<file path="src/rtl/pulse_param_loader.sv">
// Pulse sequencer configuration loader: parses framed UART bytes into a shadow
// parameter set and commits it to the active outputs at a period boundary.
module pulse_param_loader #(
  parameter int unsigned TIMEOUT_CYCLES = 500000,
  parameter logic [7:0]  SYNC_BYTE      = 8'hA5
) (
  input  logic        clk,
  input  logic        reset,
  input  logic [7:0]  rx_data,
  input  logic        rx_valid,
  input  logic        period_start,
  output logic [31:0] per,
  output logic [15:0] p1wid,
  output logic [15:0] del,
  output logic [15:0] p2wid,
  output logic [7:0]  nut_w,
  output logic [15:0] nut_d,
  output logic [7:0]  cp,
  output logic [7:0]  p_bl,
  output logic [15:0] p_bl_off,
  output logic        bl,
  output logic        cfg_update,
  output logic        frame_ok,
  output logic [7:0]  err_cnt
);

  localparam int unsigned CNT_W = 20;
  localparam logic [CNT_W-1:0] TIMEOUT_LAST = CNT_W'(TIMEOUT_CYCLES - 1);
  localparam logic [7:0] ADDR_MAX = 8'd9;

  typedef struct packed {
    logic [31:0] per;
    logic [15:0] p1wid;
    logic [15:0] del;
    logic [15:0] p2wid;
    logic [7:0]  nut_w;
    logic [15:0] nut_d;
    logic [7:0]  cp;
    logic [7:0]  p_bl;
    logic [15:0] p_bl_off;
    logic        bl;
  } params_t;

  localparam params_t PARAMS_RST = '{
    per: 32'd20000, p1wid: 16'd30, del: 16'd200, p2wid: 16'd60,
    nut_w: 8'd0, nut_d: 16'd0, cp: 8'd1, p_bl: 8'd50,
    p_bl_off: 16'd100, bl: 1'b1
  };

  typedef enum logic [1:0] {IDLE, ADDR, DATA, CSUM} state_t;

  state_t           state, state_next;
  logic [3:0]       addr_q;
  logic [1:0]       len_m1_q;
  logic [1:0]       byte_cnt_q;
  logic [31:0]      asm_q;
  logic [7:0]       xor_q;
  logic [CNT_W-1:0] idle_cnt_q;
  params_t          shadow_q;
  params_t          active_q;
  params_t          shadow_wr_c;
  logic             pending_q;
  logic             frame_ok_q;
  logic             cfg_update_q;
  logic [7:0]       err_cnt_q;

  logic             timeout_c;
  logic             err_c;
  logic             load_addr_c;
  logic             data_c;
  logic             csum_ok_c;
  logic [1:0]       byte_idx_c;

  // Data bytes minus one for each register address.
  function automatic logic [1:0] len_m1_of(input logic [3:0] a);
    case (a)
      4'd0:                          len_m1_of = 2'd3;
      4'd1, 4'd2, 4'd3, 4'd5, 4'd8:  len_m1_of = 2'd1;
      default:                       len_m1_of = 2'd0;
    endcase
  endfunction

  always_ff @(posedge clk) begin
    if (reset) state <= IDLE;
    else       state <= state_next;
  end

  // Frame parser next-state and control decode.
  always_comb begin
    state_next  = state;
    err_c       = 1'b0;
    load_addr_c = 1'b0;
    data_c      = 1'b0;
    csum_ok_c   = 1'b0;
    timeout_c   = (state != IDLE) && !rx_valid && (idle_cnt_q == TIMEOUT_LAST);
    case (state)
      IDLE: begin
        if (rx_valid && rx_data == SYNC_BYTE) state_next = ADDR;
      end
      ADDR: begin
        if (timeout_c) begin
          err_c      = 1'b1;
          state_next = IDLE;
        end else if (rx_valid) begin
          if (rx_data <= ADDR_MAX) begin
            load_addr_c = 1'b1;
            state_next  = DATA;
          end else begin
            err_c      = 1'b1;
            state_next = IDLE;
          end
        end
      end
      DATA: begin
        if (timeout_c) begin
          err_c      = 1'b1;
          state_next = IDLE;
        end else if (rx_valid) begin
          data_c = 1'b1;
          if (byte_cnt_q == 2'd0) state_next = CSUM;
        end
      end
      CSUM: begin
        if (timeout_c) begin
          err_c      = 1'b1;
          state_next = IDLE;
        end else if (rx_valid) begin
          if (rx_data == xor_q) csum_ok_c = 1'b1;
          else                  err_c     = 1'b1;
          state_next = IDLE;
        end
      end
      default: state_next = IDLE;
    endcase
  end

  assign byte_idx_c = len_m1_q - byte_cnt_q;

  // Assembled value merged into the addressed shadow field.
  always_comb begin
    shadow_wr_c = shadow_q;
    case (addr_q)
      4'd0:    shadow_wr_c.per      = asm_q;
      4'd1:    shadow_wr_c.p1wid    = asm_q[15:0];
      4'd2:    shadow_wr_c.del      = asm_q[15:0];
      4'd3:    shadow_wr_c.p2wid    = asm_q[15:0];
      4'd4:    shadow_wr_c.nut_w    = asm_q[7:0];
      4'd5:    shadow_wr_c.nut_d    = asm_q[15:0];
      4'd6:    shadow_wr_c.cp       = asm_q[7:0];
      4'd7:    shadow_wr_c.p_bl     = asm_q[7:0];
      4'd8:    shadow_wr_c.p_bl_off = asm_q[15:0];
      4'd9:    shadow_wr_c.bl       = asm_q[0];
      default: shadow_wr_c = shadow_q;
    endcase
  end

  always_ff @(posedge clk) begin
    if (reset) begin
      addr_q     <= '0;
      len_m1_q   <= '0;
      byte_cnt_q <= '0;
      asm_q      <= '0;
      xor_q      <= '0;
      idle_cnt_q <= '0;
    end else begin
      if (load_addr_c) begin
        addr_q     <= rx_data[3:0];
        len_m1_q   <= len_m1_of(rx_data[3:0]);
        byte_cnt_q <= len_m1_of(rx_data[3:0]);
        asm_q      <= '0;
        xor_q      <= rx_data;
      end else if (data_c) begin
        asm_q[{byte_idx_c, 3'b000} +: 8] <= rx_data;
        xor_q      <= xor_q ^ rx_data;
        byte_cnt_q <= byte_cnt_q - 2'd1;
      end
      if (state == IDLE || rx_valid || timeout_c) idle_cnt_q <= '0;
      else                                        idle_cnt_q <= idle_cnt_q + CNT_W'(1);
    end
  end

  // Shadow/active registers; commit reads the shadow before any same-cycle write.
  always_ff @(posedge clk) begin
    if (reset) begin
      shadow_q     <= PARAMS_RST;
      active_q     <= PARAMS_RST;
      pending_q    <= 1'b0;
      cfg_update_q <= 1'b0;
      frame_ok_q   <= 1'b0;
      err_cnt_q    <= '0;
    end else begin
      cfg_update_q <= period_start && pending_q;
      frame_ok_q   <= csum_ok_c;
      if (period_start && pending_q) active_q <= shadow_q;
      if (csum_ok_c) begin
        shadow_q  <= shadow_wr_c;
        pending_q <= 1'b1;
      end else if (period_start) begin
        pending_q <= 1'b0;
      end
      if (err_c && err_cnt_q != 8'hFF) err_cnt_q <= err_cnt_q + 8'd1;
    end
  end

  assign per        = active_q.per;
  assign p1wid      = active_q.p1wid;
  assign del        = active_q.del;
  assign p2wid      = active_q.p2wid;
  assign nut_w      = active_q.nut_w;
  assign nut_d      = active_q.nut_d;
  assign cp         = active_q.cp;
  assign p_bl       = active_q.p_bl;
  assign p_bl_off   = active_q.p_bl_off;
  assign bl         = active_q.bl;
  assign cfg_update = cfg_update_q;
  assign frame_ok   = frame_ok_q;
  assign err_cnt    = err_cnt_q;

endmodule

</file>
<file path="config.mk">
export PLATFORM = sky130hd
export DESIGN_NAME = pulse_param_loader
export DESIGN_NICKNAME = d
export VERILOG_FILES = /design/src/rtl/pulse_param_loader.sv
export SDC_FILE = /design/constraint.sdc
export NUM_CORES = 1
export LEC_CHECK = 0
export CAP_MARGIN = 20
export CELL_PAD_IN_SITES_DETAIL_PLACEMENT = 0
export CELL_PAD_IN_SITES_GLOBAL_PLACEMENT = 1
export CORE_UTILIZATION = 35
export CTS_CLUSTER_DIAMETER = 60
export CTS_CLUSTER_SIZE = 10
export DETAILED_ROUTE_END_ITERATION = 10
export PLACE_DENSITY_LB_ADDON = 0.15
export SKIP_CTS_REPAIR_TIMING = 1
export SYNTH_ARGS = -nofsm -noshare
export SYNTH_HDL_FRONTEND = slang
export SYNTH_SLANG_ARGS = --single-unit
</file>
<file path="constraint.sdc">
create_clock -name clk -period 2.9 [get_ports clk]
set_clock_uncertainty 0.15 [all_clocks]
set_input_delay 0.435 -clock clk [delete_from_list [all_inputs] [get_ports clk]]
set_output_delay 0.435 -clock clk [all_outputs]
set_load 0.005 [all_outputs]
</file>
==> results of run 1 <==
==> per-layer routing <==
metal  up-vias  wire length, um  GRT usage (%)
li1       5632                -              -
met1      5310            18100           26.4
met2       202            17700           31.4
met3        55             1410           2.76
met4         0              731           5.27
met5         -                0              0
==> layout make-up <==
class,count,area (um2),share of cell area (%)
inverters,17,63.8,0.375
clock buffers,47,1100,6.46
well taps,511,639,3.75
flip-flops and latches,355,7110,41.7
clock inverters,3,47.5,0.279
multi-input cells,1103,5840,34.3
repair buffers,225,2240,13.1
==> stage by stage <==
stage / setup slack (ns) / setup TNS, ns
2_1_floorplan: 0.280 / 0
3_3_place_gp: -0.156 / -7.62
3_5_place_dp: -0.166 / -9.20
4_1_cts: 0.302 / 0
5_1_grt: 0.0496 / 0
6_report: 0.279 / 0
==> Yosys cell counts (all sizes together) (4+ instances only) <==
master,number,area (um2)
nand3,75,375
nand4,27,169
mux2,4,45.0
ha,8,100
dfxtp,355,7110
buf,24,146
a31oi,8,50.1
and2,6,37.5
mux2i,85,851
or2,8,50.1
a211oi,4,30.0
o31ai,13,97.6
or4,9,75.1
inv,16,60.1
xnor2,13,114
o211ai,10,75.1
nor2b,7,43.8
nor3,12,60.1
and4,4,35.0
or3,5,31.3
a21oi,206,1030
nor4,13,133
clkbuf,98,368
nor2,115,432
and3,5,31.3
o21ai,8,40.0
nand2,417,1570
xor2,16,148
==> path summary, 6_finish.rpt <==
path                                  start                          to  slack (ns)  cells past startpoint
setup / recovery   idle_cnt_q[0]$_SDFF_PP0_     err_cnt[3]$_SDFFE_PP0P_        0.28                      6
hold / removal                        reset  byte_cnt_q[1]$_SDFFE_PP0P_        0.22                      2
setup reg to reg   idle_cnt_q[0]$_SDFF_PP0_     err_cnt[3]$_SDFFE_PP0P_        0.28                      6
hold reg to reg   shadow_q[99]$_SDFFE_PP0P_      p1wid[10]$_SDFFE_PP0P_        0.30                      2
==> logic make-up after synthesis <==
logic type	after synthesis	synth area share (%)
multiplexers	89	6.63
XOR/XNOR	29	1.94
buffers and inverters	139	4.28
adder cells (fa/ha/maj)	8	0.741
flip-flops	355	52.6
AND/OR/NAND/NOR	712	23.0
AO/OA/AOI/OAI	265	10.8
==> power by group <==
| part | switching, mW | internal, mW |
|---|---|---|
| combinational | 0.127 | 0.0571 |
| sequential | 0.0000684 | 4.88 |
| clock | 1.90 | 2.74 |
==> sequential cells by signal (all words and copies together) (netlist names) <==
| register | count |
|---|---|
| idle_cnt_q | 20 |
| len_m1_q | 2 |
| cfg_update | 1 |
| xor_q | 8 |
| shadow_q | 137 |
| pending_q | 1 |
| p_bl | 8 |
| del | 16 |
| cp | 8 |
| p_bl_off | 16 |
| p1wid | 16 |
| frame_ok | 1 |
| nut_d | 16 |
| state | 2 |
| nut_w | 8 |
| per | 32 |
| err_cnt | 8 |
| p2wid | 16 |
| asm_q | 32 |
| addr_q | 4 |
| byte_cnt_q | 2 |
| bl | 1 |
==> worst reg2reg max path: stages (launching register included) <==
cell	delay, ns
sky130_fd_sc_hd__dfxtp_1	0.39
sky130_fd_sc_hd__ha_1	0.23
sky130_fd_sc_hd__nand4_1	0.25
sky130_fd_sc_hd__or2_2	0.40
sky130_fd_sc_hd__or3_1	0.33
sky130_fd_sc_hd__a211oi_1	0.38
sky130_fd_sc_hd__mux2_2	0.38
==> placed cells by master (no fill, tap or decap), types with 13 or more instances in the layout <==
master                              n
sky130_fd_sc_hd__nand3_1           75
sky130_fd_sc_hd__inv_1             15
sky130_fd_sc_hd__xnor2_1           13
sky130_fd_sc_hd__nand2_1          416
sky130_fd_sc_hd__nor2_1           115
sky130_fd_sc_hd__clkdlybuf4s50_1  157
sky130_fd_sc_hd__clkbuf_16         43
sky130_fd_sc_hd__a21oi_1          206
sky130_fd_sc_hd__o31ai_1           13
sky130_fd_sc_hd__dfxtp_1          355
sky130_fd_sc_hd__xor2_1            15
sky130_fd_sc_hd__mux2i_1           85
sky130_fd_sc_hd__nand4_1           27
sky130_fd_sc_hd__buf_4             55
==> results, run 1 <==
- The total count of max-transition violations in the final report is 0.
- Total power for the finished layout comes to 9.70 mW.
- The wire-length estimate of the detail-placed layout is 24100 um.
- Input and output buffers added on the ports amount to 158.
- The critical path endpoint category is a flop.
- After synthesis, flip-flops and latches occupy 52.6% of the total area.
- The number of maximum-capacitance violations is 0.
- The flow ran to the end, and the final reports show no timing, DRC or antenna violations.
- The smallest clock period supported by the final layout is computed as 2.62 ns.
- The maximum clock frequency is 0.382 GHz.
- The via count of the first global-routing pass is 10600.
- The layout overhead on the synthesized area is 26.1%.
- The floorplan step set the die height to 198 um.
- The clock edge transition at the registers on the reported setup and hold paths is 0.05 ns.
- The placed cell area is 0.0159 mm2.
- Setup repair after global routing left no endpoint under its margin.
- The worst-path cell with the longest stage delay is sky130_fd_sc_hd__or2_2.
- Summed over all layers, the routed wires come to 38000 um.
- Global routing used 19.2% of the available tracks across all layers.
- The placeable core region is 0.0378 mm2.
- The number of buffers added by the clock tree synthesis step is 42.
- The number of buffers and inverters on the critical path is 0.
- The peak ir drop on the vdd network is 0.340 mV.
- The TritonCTS clock tree is yes.
- In the final design database the tool counted 1764 nets.
- The number of filler instances in the final layout is 3859.
- The number of instances in the placed design is 2211.
- Of the cells placed in the final design, the portion with a size suffix greater than 1 is 8.06%.
- The cell area after layout is 0.0170 mm2.
- The routed wire length per instance is 16.8 um.
- The number of optimization iterations in the first detailed-route pass is 5.
- The data required time of the worst path is 3.17 ns.
- The worst setup path is of the flop to flop kind.
- The clock latency reported for the late side of the worst-skew pair is 0.53 ns.
- The total count of hold-check failures in the final report came to 0.
- Counting distinct cell types in the post-synthesis netlist gives 56.
- The number of non-filler instances in the completed layout is 2261.
- The number of flops mapped to enable cells by yosys is 0.
- The remaining routing DRC violations is 0.
- The relative slew slack is 46.3%.
- The global placer's final weighted congestion is 0.794.
- In the synthesized netlist the async set-or-reset flop fraction comes to 0%.
- The post-route core utilization is 45.0%.
- The clock net sink count is 355.
- The number of setup violations in the final report is 0.
- The initial cell density of the core is 35.7%.
- The number of nets with antenna violations after routing is 0.
- Yosys printed 0 warnings.
- The signal on the critical path passes through ha_1 > nand4_1 > or2_2 > or3_1 > a211oi_1 > mux2_2.
- On the final layout, the worst hold slack is 0.216 ns.
- The critical-path maximum fanout is 5.
- The transition time at the pin with the least slew margin is 0.805 ns.
- The buffer depth of the longest clock path is 3.
- The analysis attributes to cell leakage a power of 6.07 nW.
- The width of the die is 198 um.
- The number of vias in the routed layout is 11200.
- The count of boundary I/O pins is 159.
- The count of H-tree levels built during CTS is 2.
- The power density over the cells is 570 mW/mm2.
- The data arrival time of the worst path is 2.89 ns.
- In this run the worst hold path is classified as input pin to flop.
- In this design, the stage delay of the slowest critical-path cell is 0.40 ns.
- The dominant register cell in the synthesized netlist is sky130_fd_sc_hd__dfxtp_1.
- The clock root buffer is sky130_fd_sc_hd__clkbuf_16.
- The area of the mapped netlist is 0.0135 mm2.
- The dominant delay contributor by cell family on the critical path is simple AND/OR/NAND/NOR gates.
- Entering global routing, the biggest net connects 161 pins.
- The share of the clock period used by the worst path after layout is 90.4%.
- The cell count after synthesis came out at 1597.
- The first global-routing pass estimated 59500 um of wire.
- The number of antenna violations at the first check in global routing was 0.
- The number of storage elements in the synthesis netlist is 355.
- When the netlist entered floorplanning its net count stood at 1617.
- Dividing the synthesized area by the synthesized cell count gives 8.46 um2.
- The startpoint type of the worst setup path is a flop.
- The site row count is 71.
- The repair_antennas step left the layout with diodes totalling 0.
- Using the TritonRoute via totals, the vias-per-cell ratio works out to 4.95.
- The die area is 0.0394 mm2.
- The sum of overflow across all layers after global routing is 0.
- The initial detailed-routing violation count is 647.
(Power assumes the default switching activity.)
==> run 2: changes to the inputs <==
--- a/config.mk
+++ b/config.mk
@@ -10,9 +10,9 @@
 export CELL_PAD_IN_SITES_GLOBAL_PLACEMENT = 1
 export CORE_UTILIZATION = 35
 export CTS_CLUSTER_DIAMETER = 60
-export CTS_CLUSTER_SIZE = 10
 export DETAILED_ROUTE_END_ITERATION = 10
-export PLACE_DENSITY_LB_ADDON = 0.15
+export PLACE_DENSITY_LB_ADDON = 0.12
+export REMOVE_ABC_BUFFERS = 1
 export SKIP_CTS_REPAIR_TIMING = 1
 export SYNTH_ARGS = -nofsm -noshare
 export SYNTH_HDL_FRONTEND = slang
==> run 2 against run 1 <==
  * Combinational power hardly changed
  * Largest cell class unchanged
  * Sequential power barely moved
  * Die area is the same
  * Worst setup slack improved by 0.047 ns
  * Critical path type is now input pin to flop
==> results, run 2 (same netlist as run 1, synthesis figures left out) <==
- The overall global routing resource usage came to 19.0% (was 19.2%).
- The largest net degree at the start of global routing came to 149 (was 161).
- The reg2reg setup slack is 0.39 ns (was 0.28 ns).
- The transition time at the pin with the least slew margin is 0.745 ns (was 0.805 ns).
- The cell leakage power is 6.24 nW (was 6.07 nW).
- The reg-to-reg startpoint is idle_cnt_q[6]$_SDFF_PP0_ (was idle_cnt_q[0]$_SDFF_PP0_).
- The total count of hold-check failures in the final report came to 0 (unchanged).
- The kind of critical path is input pin to flop (was flop to flop).
- The number of setup violations in the final report is 0 (unchanged).
- The worst-path cell with the longest stage delay is sky130_fd_sc_hd__or4_4 (was sky130_fd_sc_hd__or2_2).
- The total detailed-routing wirelength is 37400 um (was 38000 um).
- The global placer's final weighted congestion was 0.791 (was 0.794).
- Most frequent cells in the layout: sky130_fd_sc_hd__nand2_1, sky130_fd_sc_hd__dfxtp_1, sky130_fd_sc_hd__a21oi_1, sky130_fd_sc_hd__clkdlybuf4s50_1, sky130_fd_sc_hd__nor2_1 (unchanged).
- The initial cell density of the core is 35.7% (unchanged).
- The port buffer count was 158 (unchanged).
- The post-route core utilization is 45.8% (was 45.0%).
- The clock edge transition at the registers on the reported setup and hold paths is 0.06 ns (was 0.05 ns).
- The die area came to 0.0394 mm2 (unchanged).
- The initial detailed-routing violation count was 508 (was 647).
- The count of boundary I/O pins is 159 (unchanged).
- The share of the clock period used by the worst path after layout is 88.7% (was 90.4%).
- The buffer depth of the longest clock path was 3 (unchanged).
- The number of cells on the worst reg-to-reg path is 5 (was 6).
- The placed wire-length estimate after detailed placement is 24800 um (was 24100 um).
- The pre-CTS setup slack was -0.228 ns (was -0.166 ns).
- The number of antenna violations at the first check in global routing was 0 (unchanged).
- The end of the worst hold path is len_m1_q[1]$_SDFFE_PP0P_ (was byte_cnt_q[1]$_SDFFE_PP0P_).
- The worst hold slack is 0.188 ns (was 0.216 ns).
- The post-route minimum period is 2.57 ns (was 2.62 ns).
- The total count of max-transition violations in the final report is 0 (unchanged).
- The dominant delay contributor by cell family on the critical path is simple AND/OR/NAND/NOR gates (unchanged).
- The commonest non-fill, non-tap cell in the layout is sky130_fd_sc_hd__nand2_1 (unchanged).
- The biggest cell delay along the critical path is 0.60 ns (was 0.40 ns).
- The peak ir drop on the vdd network came to 0.361 mV (was 0.340 mV).
- The global-route wire length before repair was 59600 um (was 59500 um).
- The relative slew slack is 50.3% (was 46.3%).
- The layout net count is 1776 (was 1764).
- The number of nets with antenna violations after routing came to 0 (unchanged).
- Status: completed (unchanged).
- The number of optimization iterations in the first detailed-route pass is 4 (was 5).
- The average via count per standard cell is 4.87 (was 4.95).
- The worst path buffer plus inverter count is 2 (was 0).
- The maximum clock frequency is 0.389 GHz (was 0.382 GHz).
- The remaining routing DRC violations was 0 (unchanged).
- The number of non-filler instances in the completed layout came to 2298 (was 2261).
- The number of instances in the placed design is 2224 (was 2211).
- The type of the tightest min-delay check was input pin to flop (unchanged).
- The slack of the critical path was 0.326 ns (was 0.279 ns).
- The sum of overflow across all layers after global routing is 0 (unchanged).
- The cell area after layout was 0.0173 mm2 (was 0.0170 mm2).
- The placeable core region is 0.0378 mm2 (unchanged).
- The width of the die is 198 um (unchanged).
- The power density over the cells is 589 mW/mm2 (was 570 mW/mm2).
- The via count of the first global-routing pass is 10600 (about the same).
- The data arrival time of the worst path was 2.82 ns (was 2.89 ns).
- The clock root buffer is sky130_fd_sc_hd__clkbuf_16 (unchanged).
- The startpoint type of the worst setup path is an input pin (was flop).
- The number of buffers added by the clock tree synthesis step is 41 (was 42).
- The launch point of the worst hold path is reset (unchanged).
- The share of post-route cells with drive strength above 1 was 9.57% (was 8.06%).
- The layout overhead on the synthesized area was 28.3% (was 26.1%).
- The number of flip-flops in the largest register is 137 (unchanged).
- The critical register-to-register path endpoint is err_cnt[0]$_SDFFE_PP0P_ (was err_cnt[3]$_SDFFE_PP0P_).
- The clock net sink count is 355 (unchanged).
- The number of maximum-capacitance violations came to 0 (unchanged).
- The data required time of the worst path is 3.15 ns (was 3.17 ns).
- The clock latency reported for the late side of the worst-skew pair is 0.53 ns (about the same).
- The placed cell area is 0.0160 mm2 (was 0.0159 mm2).
- The count of H-tree levels built during CTS is 2 (unchanged).
- The number of stages on the worst hold path is 2 (unchanged).
- The number of vias in the routed layout was 11200 (about the same).
- The largest register by flop count is shadow_q (unchanged).
- The vertical extent of the die is 198 um (unchanged).
- The critical-path maximum fanout is 8 (was 5).
- The TritonCTS clock tree was yes (unchanged).
- Cell Chain, Critical Path: clkdlybuf4s50_1 > xor2_2 > or4_4 > or4_1 > buf_4 > mux2i_1 > nor2_1 (was ha_1 > nand4_1 > or2_2 > or3_1 > a211oi_1 > mux2_2).
- The site row count was 71 (unchanged).
- The total inserted antenna cells is 0 (unchanged).
- The routed wire length per instance is 16.3 um (was 16.8 um).
- The critical path endpoint category is a flop (unchanged).
- Setup repair after global routing missed its margin: no (unchanged).
-- run 2: cell types whose count changed in the layout (fill, tap and decap cells not counted) --
cell                         previous run  this run
sky130_fd_sc_hd__nor3_2                 0         1
sky130_fd_sc_hd__bufinv_16              1         2
sky130_fd_sc_hd__clkbuf_16             43        41
sky130_fd_sc_hd__buf_4                 55        69
sky130_fd_sc_hd__clkbuf_8               2        14
sky130_fd_sc_hd__inv_6                  1         3
sky130_fd_sc_hd__clkinvlp_4             0         1
sky130_fd_sc_hd__buf_12                12        11
sky130_fd_sc_hd__clkinv_2               0         2
sky130_fd_sc_hd__clkbuf_1               3        11
sky130_fd_sc_hd__nor3_1                12        11
-- run 2: power breakdown --
group | switching (mW) | leakage [nW] | total (mW) | internal (mW)
logic | 0.130 | 2.72 | 0.185 | 0.0549
registers | 0.0000650 | 2.86 | 4.88 | 4.88
clock network | 2.02 | 0.666 | 5.15 | 3.13
-- run 2: how the worst max path moves through the flow --
stage	from	endpoint	cells after the start
2_1_floorplan	rx_data[3]	shadow_q[57]$_SDFFE_PP0P_	5
5_1_grt	rx_data[6]	shadow_q[99]$_SDFFE_PP0P_	8
3_5_place_dp	rx_data[6]	shadow_q[76]$_SDFFE_PP1P_	8
4_1_cts	rx_data[6]	shadow_q[76]$_SDFFE_PP1P_	8
3_3_place_gp	rx_data[6]	shadow_q[90]$_SDFFE_PP1P_	8
6_report	rx_data[6]	shadow_q[51]$_SDFFE_PP0P_	7
-- run 2: layer usage --
metal	share of wire, %	up-vias	global-route usage, %
met5	0	-	0
met4	2.0	0	5.33
met1	49	5243	26.6
met3	3.8	51	2.70
li1	-	5707	-
met2	45	199	30.4
-- run 2: layout make-up --
| type | instances | area, um2 |
|---|---|---|
| fill | 3843 | 20500 |
| sequential | 355 | 7110 |
| multi-input combinational | 1103 | 5850 |
| timing repair buffer | 238 | 2320 |
| clock buffer | 65 | 1250 |
| tap | 511 | 639 |
| clock inverter | 9 | 113 |
| inverter | 17 | 63.8 |
-- run 2: through the flow --
step	power (mW)	TNS, ns
final	10.2	0
after global routing	10.6	0
after CTS	10.4	0
after detailed placement	5.17	-14.87
after global placement	5.17	-13.44
after floorplan	5.02	-51.39
==> run 3: changes to the inputs <==
--- a/config.mk
+++ b/config.mk
@@ -8,6 +8,7 @@
 export CAP_MARGIN = 20
 export CELL_PAD_IN_SITES_DETAIL_PLACEMENT = 0
 export CELL_PAD_IN_SITES_GLOBAL_PLACEMENT = 1
+export CORE_MARGIN = 3
 export CORE_UTILIZATION = 35
 export CTS_CLUSTER_DIAMETER = 60
 export DETAILED_ROUTE_END_ITERATION = 10
==> run 3 against run 2 <==
  * Register-to-register slack got worse by 0.02 ns
  * Non-clock buffer count fell by 3
  * Design area barely moved
  * Final cell count fell by 0.13%
  * Sequential share of layout area barely moved
  * Sequential cell count did not move
  * Worst setup slack improved by 0.042 ns
  * Hold slack improved by 0.031 ns
  * Sequential power barely moved
  * Clock power rose by 1%
==> results, run 3 (same netlist as run 1, synthesis figures left out) <==
- Status: completed (unchanged).
- The worst path buffer plus inverter count is 0 (was 2).
- The maximum clock frequency is 0.395 GHz (was 0.389 GHz).
- The number of cells on the worst reg-to-reg path is 5 (unchanged).
- The commonest non-fill, non-tap cell in the layout was sky130_fd_sc_hd__nand2_1 (unchanged).
- The dominant delay contributor by cell family on the critical path is simple AND/OR/NAND/NOR gates (unchanged).
- The global-route wire length before repair is 60500 um (was 59600 um).
- The port buffer count came to 158 (unchanged).
- The number of maximum-capacitance violations is 0 (unchanged).
- The biggest cell delay along the critical path came to 0.59 ns (was 0.60 ns).
- The cell leakage power was 6.24 nW (about the same).
- The share of the clock period used by the worst path after layout was 87.3% (was 88.7%).
- The worst hold slack came to 0.219 ns (was 0.188 ns).
- The count of boundary I/O pins is 159 (unchanged).
- The number of flip-flops in the largest register was 137 (unchanged).
- The critical path depth in cells is 5 (was 7).
- The number of optimization iterations in the first detailed-route pass is 7 (was 4).
- The remaining routing DRC violations came to 0 (unchanged).
- The number of setup violations in the final report is 0 (unchanged).
- The site row count was 71 (unchanged).
- The average via count per standard cell was 4.90 (was 4.87).
- The placeable core region is 0.0378 mm2 (unchanged).
- The number of stages on the worst hold path is 2 (unchanged).
- The initial cell density of the core was 35.7% (unchanged).
- The total count of max-transition violations in the final report came to 0 (unchanged).
- The type of the tightest min-delay check is input pin to flop (unchanged).
- The largest register by flop count is shadow_q (unchanged).
- Setup repair after global routing missed its margin: no (unchanged).
- The buffer depth of the longest clock path is 3 (unchanged).
- The worst-path cell with the longest stage delay is sky130_fd_sc_hd__or4b_1 (was sky130_fd_sc_hd__or4_4).
- The sum of overflow across all layers after global routing is 0 (unchanged).
- The width of the die is 202 um (was 198 um).
- The layout overhead on the synthesized area was 28.4% (was 28.3%).
- The critical path endpoint category is a flop (unchanged).
- The post-layout total power came to 10.3 mW (was 10.2 mW).
- The clock latency reported for the late side of the worst-skew pair is 0.54 ns (was 0.53 ns).
- The routed wire length per instance is 16.5 um (was 16.3 um).
- The via count of the first global-routing pass is 10800 (was 10600).
- The total count of hold-check failures in the final report was 0 (unchanged).
- The layout net count is 1773 (was 1776).
- The initial detailed-routing violation count is 558 (was 508).
- The count of H-tree levels built during CTS was 2 (unchanged).
- The startpoint type of the worst setup path is a flop (was input pin).
- The number of vias in the routed layout is 11200 (about the same).
- The number of filler instances in the final layout is 3807 (was 3843).
- Cell Chain, Critical Path: or4b_1 > or2_2 > or3_1 > a211oi_1 > mux2_2 (was clkdlybuf4s50_1 > xor2_2 > or4_4 > or4_1 > buf_4 > mux2i_1 > nor2_1).
- The post-route minimum period came to 2.53 ns (was 2.57 ns).
- The kind of critical path is flop to flop (was input pin to flop).
- The total detailed-routing wirelength is 38000 um (was 37400 um).
- Most frequent cells in the layout: sky130_fd_sc_hd__nand2_1, sky130_fd_sc_hd__dfxtp_1, sky130_fd_sc_hd__a21oi_1, sky130_fd_sc_hd__clkdlybuf4s50_1, sky130_fd_sc_hd__nor2_1 (unchanged).
- The overall global routing resource usage is 18.1% (was 19.0%).
- The die area is 0.0410 mm2 (was 0.0394 mm2).
- The power density over the cells is 593 mW/mm2 (was 589 mW/mm2).
- The clock net sink count is 355 (unchanged).
- The setup TNS after final layout came to 0 ns (unchanged).
- The clock edge transition at the registers on the reported setup and hold paths is 0.06 ns (about the same).
- The data arrival time of the worst path is 2.80 ns (was 2.82 ns).
- The data required time of the worst path is 3.17 ns (was 3.15 ns).
- The number of nets with antenna violations after routing came to 0 (unchanged).
- The pre-CTS setup slack came to -0.216 ns (was -0.228 ns).
- The global placer's final weighted congestion is 0.825 (was 0.791).
- The slack of the critical path is 0.368 ns (was 0.326 ns).
- The TritonCTS clock tree was yes (unchanged).
- The critical-path maximum fanout came to 5 (was 8).
- The peak ir drop on the vdd network is 0.403 mV (was 0.361 mV).
- The relative slew slack is 53.9% (was 50.3%).
- The total inserted antenna cells came to 0 (unchanged).
- The transition time at the pin with the least slew margin is 0.692 ns (was 0.745 ns).
- The number of antenna violations at the first check in global routing is 0 (unchanged).
- The share of post-route cells with drive strength above 1 is 9.36% (was 9.57%).
- The placed wire-length estimate after detailed placement was 24600 um (was 24800 um).
- The largest net degree at the start of global routing is 87 (was 149).
- The number of buffers added by the clock tree synthesis step was 41 (unchanged).
- The clock root buffer is sky130_fd_sc_hd__clkbuf_16 (unchanged).
- The vertical extent of the die is 202 um (was 198 um).
- The post-route core utilization is 45.9% (was 45.8%).
## run 3: cell type report
class | count | area [um2] | share of cell area [%]
clock buffer | 68 | 1290 | 7.43
clock inverter | 6 | 93.8 | 0.541
inverter | 17 | 63.8 | 0.368
multi-input combinational | 1103 | 5850 | 33.7
sequential | 355 | 7110 | 41.0
tap | 511 | 639 | 3.68
timing repair buffer | 235 | 2310 | 13.3
## run 3: report_power, final
part	total (mW)	leakage [nW]	switching (mW)	internal [mW]
Clock	5.21	0.676	2.01	3.20
Sequential	4.88	2.86	0.0000603	4.88
Combinational	0.193	2.71	0.133	0.0594
## run 3: metal layers
metal	track usage, %	wire [um]	up-vias
li1	-	-	5660
met1	25.1	18300	5307
met2	29.0	17200	219
met3	3.30	1740	54
met4	5.00	743	0
met5	0	0	-
## run 3: final timing paths
kind,start,endpoint,slack (ns)
setup / recovery,idle_cnt_q[6]$_SDFF_PP0_,err_cnt[3]$_SDFFE_PP0P_,0.37
hold / removal,reset,per[21]$_SDFFE_PP0P_,0.22
setup reg to reg,idle_cnt_q[6]$_SDFF_PP0_,err_cnt[3]$_SDFFE_PP0P_,0.37
hold reg to reg,shadow_q[125]$_SDFFE_PP0P_,per[20]$_SDFFE_PP0P_,0.30
## run 3: through the flow
stage / cell area [um2] / cells
global placement: 16000 / 2221
floorplan: 13000 / 1475
global route: 17400 / 2295
finish: 17400 / 2295
detailed placement: 16000 / 2221
CTS: 17400 / 2295
